[src/rtl/power_xor_pipe_monitor_if.sv]
// Operand/result stream bundle for power_xor_pipe_monitor.
// The master modport is the producer/consumer side; the slave modport is the pipeline.
interface power_xor_pipe_monitor_if #(
  parameter int WIDTH = 8
);
  logic             in_valid;
  logic             in_ready;
  logic [WIDTH-1:0] in_a;
  logic [WIDTH-1:0] in_b;
  logic [WIDTH-1:0] in_c;
  logic [WIDTH-1:0] in_d;
  logic             out_valid;
  logic             out_ready;
  logic [WIDTH-1:0] out_y;

  modport master (
    output in_valid, in_a, in_b, in_c, in_d, out_ready,
    input  in_ready, out_valid, out_y
  );

  modport slave (
    input  in_valid, in_a, in_b, in_c, in_d, out_ready,
    output in_ready, out_valid, out_y
  );
endinterface

[src/rtl/power_xor_pipe_monitor.sv]
// Two-stage y = (b & (c ^ d)) ^ (~a & b) pipeline with a windowed output toggle monitor.
// Define POWER_INPUT_TOGGLE_EN to also count input operand toggles (in_toggle_count).
//
// state   | meaning
// IDLE    | no window; toggle_count holds last result
// MEASURE | accumulating toggles of accepted output beats
// DONE    | window complete, win_done pulses for one cycle
module power_xor_pipe_monitor #(
  parameter int WIDTH  = 8,
  parameter int WINDOW = 256,
  parameter int CNT_W  = 16
) (
  input  logic                    clk,
  input  logic                    rst,
  power_xor_pipe_monitor_if.slave bus,
  input  logic                    win_start,
  output logic                    win_busy,
  output logic                    win_done,
  output logic [CNT_W-1:0]        toggle_count,
  output logic                    toggle_sat
`ifdef POWER_INPUT_TOGGLE_EN
  ,
  output logic [CNT_W-1:0]        in_toggle_count
`endif
);

  localparam int POP_W  = $clog2(WIDTH + 1);
  localparam int SUM_W  = ((CNT_W > POP_W) ? CNT_W : POP_W) + 1;
  localparam int BEAT_W = $clog2(WINDOW + 1);
  localparam logic [SUM_W-1:0] CNT_MAX = {{(SUM_W-CNT_W){1'b0}}, {CNT_W{1'b1}}};

  typedef enum logic [1:0] {IDLE, MEASURE, DONE} state_t;

  state_t state, state_nxt;

  logic             s1_valid, s2_valid;
  logic [WIDTH-1:0] t_r, u_r, y_r, prev_y;
  logic             s1_load, s2_load, accept, out_hs;
  logic [BEAT_W-1:0] beat_cnt;
  logic             win_clr, meas, last_beat;
  logic [POP_W-1:0] out_pop;
  logic [SUM_W-1:0] out_sum;

  // S1 may refill in the same cycle it drains, so in_ready depends on out_ready.
  assign s2_load  = ~s2_valid | bus.out_ready;
  assign s1_load  = ~s1_valid | s2_load;
  assign accept   = bus.in_valid & s1_load;
  assign out_hs   = s2_valid & bus.out_ready;

  assign bus.in_ready  = s1_load;
  assign bus.out_valid = s2_valid;
  assign bus.out_y     = y_r;

  always_ff @(posedge clk) begin
    if (rst) begin
      s1_valid <= 1'b0;
      s2_valid <= 1'b0;
      t_r      <= '0;
      u_r      <= '0;
      y_r      <= '0;
      prev_y   <= '0;
    end else begin
      if (s1_load) begin
        s1_valid <= accept;
        if (accept) begin
          t_r <= bus.in_b & (bus.in_c ^ bus.in_d);
          u_r <= ~bus.in_a & bus.in_b;
        end
      end
      if (s2_load) begin
        s2_valid <= s1_valid;
        if (s1_valid) y_r <= t_r ^ u_r;
      end
      if (out_hs) prev_y <= y_r;
    end
  end

  assign out_pop   = POP_W'($countones(y_r ^ prev_y));
  assign out_sum   = SUM_W'(toggle_count) + SUM_W'(out_pop);
  assign last_beat = (beat_cnt == BEAT_W'(WINDOW - 1));

  always_ff @(posedge clk) begin
    if (rst) state <= IDLE;
    else     state <= state_nxt;
  end

  always_comb begin
    state_nxt = state;
    win_busy  = 1'b0;
    win_done  = 1'b0;
    win_clr   = 1'b0;
    meas      = 1'b0;
    case (state)
      IDLE: begin
        if (win_start) begin
          state_nxt = MEASURE;
          win_clr   = 1'b1;
        end
      end
      MEASURE: begin
        win_busy = 1'b1;
        meas     = 1'b1;
        if (out_hs && last_beat) state_nxt = DONE;
      end
      DONE: begin
        win_done  = 1'b1;
        state_nxt = IDLE;
      end
      default: state_nxt = IDLE;
    endcase
  end

`ifdef POWER_INPUT_TOGGLE_EN
  localparam int IN_W      = 4 * WIDTH;
  localparam int IN_POP_W  = $clog2(IN_W + 1);
  localparam int IN_SUM_W  = ((CNT_W > IN_POP_W) ? CNT_W : IN_POP_W) + 1;
  localparam logic [IN_SUM_W-1:0] IN_MAX = {{(IN_SUM_W-CNT_W){1'b0}}, {CNT_W{1'b1}}};

  logic [IN_W-1:0]     prev_in, cur_in;
  logic [IN_SUM_W-1:0] in_sum;

  assign cur_in = {bus.in_a, bus.in_b, bus.in_c, bus.in_d};
  assign in_sum = IN_SUM_W'(in_toggle_count) + IN_SUM_W'($countones(cur_in ^ prev_in));

  always_ff @(posedge clk) begin
    if (rst)         prev_in <= '0;
    else if (accept) prev_in <= cur_in;
  end
`endif

  always_ff @(posedge clk) begin
    if (rst || win_clr) begin
      toggle_count <= '0;
      toggle_sat   <= 1'b0;
      beat_cnt     <= '0;
`ifdef POWER_INPUT_TOGGLE_EN
      in_toggle_count <= '0;
`endif
    end else begin
      if (meas && out_hs) begin
        beat_cnt <= beat_cnt + BEAT_W'(1);
        if (out_sum > CNT_MAX) begin
          toggle_count <= {CNT_W{1'b1}};
          toggle_sat   <= 1'b1;
        end else begin
          toggle_count <= out_sum[CNT_W-1:0];
        end
      end
`ifdef POWER_INPUT_TOGGLE_EN
      if (meas && accept) begin
        if (in_sum > IN_MAX) begin
          in_toggle_count <= {CNT_W{1'b1}};
          toggle_sat      <= 1'b1;
        end else begin
          in_toggle_count <= in_sum[CNT_W-1:0];
        end
      end
`endif
    end
  end

endmodule

[src/flat_wrapper.sv]
// flat-port wrapper written by rule: the top's interface ports become plain ports
module power_xor_pipe_monitor_flat 
#(
  parameter int WIDTH  = 8,
  parameter int WINDOW = 256,
  parameter int CNT_W  = 16
)
  (clk, rst, win_start, win_busy, win_done, toggle_count, toggle_sat, bus_in_valid, bus_in_a, bus_in_b, bus_in_c, bus_in_d, bus_out_ready, bus_in_ready, bus_out_valid, bus_out_y);
  power_xor_pipe_monitor_if #(.WIDTH(WIDTH)) bus_i ();
  input  logic clk;
  input  logic rst;
  input  logic win_start;
  output logic win_busy;
  output logic win_done;
  output logic [CNT_W-1:0] toggle_count;
  output logic toggle_sat;
  input wire logic [$bits(bus_i.in_valid)-1:0] bus_in_valid;
  input wire logic [$bits(bus_i.in_a)-1:0] bus_in_a;
  input wire logic [$bits(bus_i.in_b)-1:0] bus_in_b;
  input wire logic [$bits(bus_i.in_c)-1:0] bus_in_c;
  input wire logic [$bits(bus_i.in_d)-1:0] bus_in_d;
  input wire logic [$bits(bus_i.out_ready)-1:0] bus_out_ready;
  output wire logic [$bits(bus_i.in_ready)-1:0] bus_in_ready;
  output wire logic [$bits(bus_i.out_valid)-1:0] bus_out_valid;
  output wire logic [$bits(bus_i.out_y)-1:0] bus_out_y;
  assign bus_i.in_valid = bus_in_valid;
  assign bus_i.in_a = bus_in_a;
  assign bus_i.in_b = bus_in_b;
  assign bus_i.in_c = bus_in_c;
  assign bus_i.in_d = bus_in_d;
  assign bus_i.out_ready = bus_out_ready;
  assign bus_in_ready = bus_i.in_ready;
  assign bus_out_valid = bus_i.out_valid;
  assign bus_out_y = bus_i.out_y;
  power_xor_pipe_monitor #(.WIDTH(WIDTH), .WINDOW(WINDOW), .CNT_W(CNT_W)) u_core (.clk(clk), .rst(rst), .bus(bus_i), .win_start(win_start), .win_busy(win_busy), .win_done(win_done), .toggle_count(toggle_count), .toggle_sat(toggle_sat));
endmodule
[config.mk]
export PLATFORM = sky130hd
export DESIGN_NAME = power_xor_pipe_monitor_flat
export DESIGN_NICKNAME = d
export VERILOG_FILES = /design/src/rtl/power_xor_pipe_monitor_if.sv /design/src/rtl/power_xor_pipe_monitor.sv /design/src/flat_wrapper.sv
export SDC_FILE = /design/constraint.sdc
export NUM_CORES = 1
export LEC_CHECK = 0
export BUFFER_PORTS_ARGS = -buffer_cell sky130_fd_sc_hd__buf_2
export CORE_ASPECT_RATIO = 0.7
export CORE_MARGIN = 1
export CORE_UTILIZATION = 54
export DETAILED_ROUTE_END_ITERATION = 8
export GPL_ROUTABILITY_DRIVEN = 0
export PLACE_DENSITY = 0.79
export SLEW_MARGIN = 40
export SYNTH_ARGS = -nofsm -noshare
export SYNTH_HDL_FRONTEND = slang
export SYNTH_SLANG_ARGS = --single-unit
export TNS_END_PERCENT = 10
[constraint.sdc]
create_clock -name clk -period 4.57 [get_ports clk]
set_input_delay 0.914 -clock clk [delete_from_list [all_inputs] [get_ports clk]]
set_output_delay 0.914 -clock clk [all_outputs]
set_load 0.1 [all_outputs]
==> run_results.csv <==
group,metric,value,unit
worst_setup_path,slowest_delay,0.62,ns
floorplan,num_rows,22,
global_route,grt_use_met2,35.5,%
clock_network,cts_sinks,62,
drt,antenna_left,0,
final_layout,fin_nets,465,
worst_setup_path,cp.arrival,4.41,ns
synthesis,yosysTopAreaCellShare,40.6,%
placement,portBuffers,65,
clock_network,post_cts_buffers,0,
run,cap_violations,0,
synthesis,async_reset_ff_share,0,%
final_layout,antennaDiodeCount,0,
sta,final-setup-viol-count,0,
clock_network,clkTransAtPathRegs,0.06,ns
final_layout,final_area,0.00359,mm^2
placement,placed_cell_area,0.00341,mm^2
worst_setup_path,critical-path-slowest-cell,"a21oi_1",
final_layout,final_common_cell,"buf_2",
floorplan,core,0.00534,mm^2
clock_network,numCtsBuffers,9,
drt,drc,0,
global_route,gr-usage-met1,34.6,%
worst_setup_path,critPathLaunchType,"flop",
drt,totalWireLength,6830,um
sta,setup_tns,0,ns
worst_hold_path,whs_path_depth,2,
sta,grt_setup_unrepaired,"false",
clock_network,clk_latency,0.34,ns
global_route,grt_max_degree,39,
drt,wire_per_inst,14.0,um
worst_setup_path,cp_num_buf_inv,2,
sta,hold_violations,0,
worst_setup_path,worstPathMaxFanout,12,
clock_network,clockBufferDepth,2,
global_route,grt_usage,24.8,%
synthesis,ys_warn_count,0,
synthesis,netlist_area,0.00306,mm^2
final_layout,multi_input_area,0.00169,mm^2
clock_network,h-tree-depth,3,
floorplan,start_util,57.2,%
final_layout,n_fill_cell,460,
worst_hold_path,hold_path.class,"reg -> reg",
worst_setup_path,worst_ep_required_time,4.83,ns
clock_network,clock-root-buffer,"clkbuf_8",
clock_network,cts_hold_buf,0,
power_and_ir_drop,powerDensity,333,mW/mm^2
sta,finalClockSkew,0.00713,ns
global_route,grt-busiest-layer,"met2",
drt,drtIter0Drc,229,
worst_setup_path,path_cells,"xor2_1 > ha_1 > fa_1 > inv_1 > fa_1 > inv_1 > ha_1 > fa_1 > ha_1 > o21a_1 > a21oi_1 > o21ai_0 > a31oi_1",
final_layout,syn_to_final_growth,17.5,%
sta,slew_viol_final,0,
sta,max-slew-margin-rel,49.2,%
drt,dr.pass1.iters,4,
run_status,status,"complete, no violations",
worst_setup_path,critPathTopFamily,"adder cells",
synthesis,synthTopCellsByArea,"dfxtp_1 41%, xor2_1 6.9%, a21oi_1 5.7%, nand2_1 5.3%, ha_1 4.9%",
global_route,grt_pass1_wl,11300,um
placement,hpwl,5030,um
final_layout,final_cell_mix,"65 x buf_2, 62 x dfxtp_1, 43 x nand2_1, 34 x a21oi_1, 24 x xor2_1",
power_and_ir_drop,ir_drop,170,uV
synthesis,yosysSeqAreaShare,40.6,%
drt,num_vias,2652,
global_route,met3_usage,7.75,%
synthesis,synth_edf_count,0,
drt,viasPerCell,5.43,
worst_setup_path,end_kind,"flop",
worst_setup_path,critical_path_cell_count,13,
sta,period_share,90.7,%
clock_network,cts_tree,"built",
synthesis,synth_flop_cell,"dfxtp_1",
floorplan,ios,66,
sta,max_freq,241,MHz
final_layout,seq_area,0.00124,mm^2
global_route,grt_overflow_total,0,
sta,period_needed,4.14,ns
floorplan,dieWidth,91.9,um
global_route,grt_pass1_vias,2401,
power_and_ir_drop,finalPower,1.20,mW
final_layout,layout-drive-gt1-share,19.7,%
sta,tightest_slew,0.762,ns
power_and_ir_drop,p_leak,1.50,nW
synthesis,syn_avg_cell_area,8.73,um^2
synthesis,synth_cell_type_count,39,
synthesis,synth_seq_cells,62,
synthesis,synth_cells,350,
worst_setup_path,path_class,"reg -> reg",
synthesis,synth_nets,404,
floorplan,dieArea,0.00597,mm^2
worst_setup_path,rr_worst_depth,13,
clock_network,ctsResizeCount,0,
global_route,antenna_found_initial,0,
sta,holdWs,0.464,ns
floorplan,die_h,64.9,um
synthesis,netlist.top_cell.by_area,"dfxtp_1",
==> state kept, by name, indices dropped and copies added, names as in the netlist <==
signal	count
u_core.beat_cnt	9
u_core.bus.out_valid	1
u_core.bus.out_y	8
u_core.prev_y	8
u_core.s1_valid	1
u_core.state	2
u_core.t_r	8
u_core.toggle_count	16
u_core.toggle_sat	1
u_core.u_r	8
==> metrics by stage <==
| stage | worst slack, ns | instances | utilization (%) |
|---|---|---|---|
| 3_3_place_gp | 0.591 | 472 | 63.7 |
| 5_1_grt | 0.202 | 488 | 67.3 |
| 3_5_place_dp | 0.416 | 472 | 63.8 |
| 6_report | 0.427 | 488 | 67.3 |
| 4_1_cts | 0.418 | 488 | 67.3 |
| 2_1_floorplan | 0.0619 | 350 | - |
==> cell families (layout without fill, tap and decap cells) <==
logic type | Yosys count | in the layout | synth area share (%)
AND/OR/NAND/NOR | 129 | 129 | 21.9
XOR/XNOR | 34 | 34 | 9.74
flip-flops | 62 | 62 | 40.6
AO/OA/AOI/OAI | 77 | 77 | 15.3
buffers and inverters | 31 | 97 | 4.22
adder cells (fa/ha/maj) | 17 | 17 | 8.19
==> per-layer routing <==
metal,part of all wire [%],routed length [um]
met3,6.6,453
met2,43,2950
met1,49,3360
met4,0.98,67
met5,0,0
==> cells in the mapped netlist, drive strengths merged, types with 2 or more instances <==
library cell,number
nand2,44
and2,4
and4,4
fa,5
a211oi,11
nor3,4
a21o,3
xnor2,10
inv,16
or3,3
nor2,22
dfxtp,62
or4,5
o21a,2
o21ai,7
and3,5
o31a,2
nand3b,9
ha,12
xor2,24
and4b,2
o31ai,5
a31oi,9
nand3,16
nand4,4
nor2b,3
buf,5
a21oi,35
clkbuf,10
==> tightest hold or removal path, stage by stage (launching register included) <==
cell and delay (ns):
dfxtp_1 0.32, nand2_1 0.05, a21oi_1 0.05
==> power by group <==
group          leakage (nW)  switching, mW  total, mW  internal (mW)
clock network        0.0904          0.206      0.456          0.250
registers             0.503         0.0133      0.568          0.555
logic                 0.909          0.117      0.172         0.0554
total                  1.50          0.336       1.20          0.860
==> path summary, 6_finish.rpt <==
path                  startpoint                     end  slack (ns)
min                u_core.u_r[7]           u_core.u_r[7]        0.46
min reg2reg        u_core.u_r[7]           u_core.u_r[7]        0.46
max reg2reg  u_core.bus.out_y[6]  u_core.toggle_count[5]        0.43
max          u_core.bus.out_y[6]  u_core.toggle_count[5]        0.43
==> final cells by class <==
| class | instances | area share, % |
|---|---|---|
| Clock buffer | 12 | 3.76 |
| Clock inverter | 4 | 1.32 |
| Multi-Input combinational cell | 257 | 47.1 |
| Timing Repair Buffer | 65 | 9.06 |
| Tap cell | 72 | 2.51 |
| Inverter | 16 | 1.67 |
| Sequential cell | 62 | 34.6 |
(Power assumes the default switching activity.)
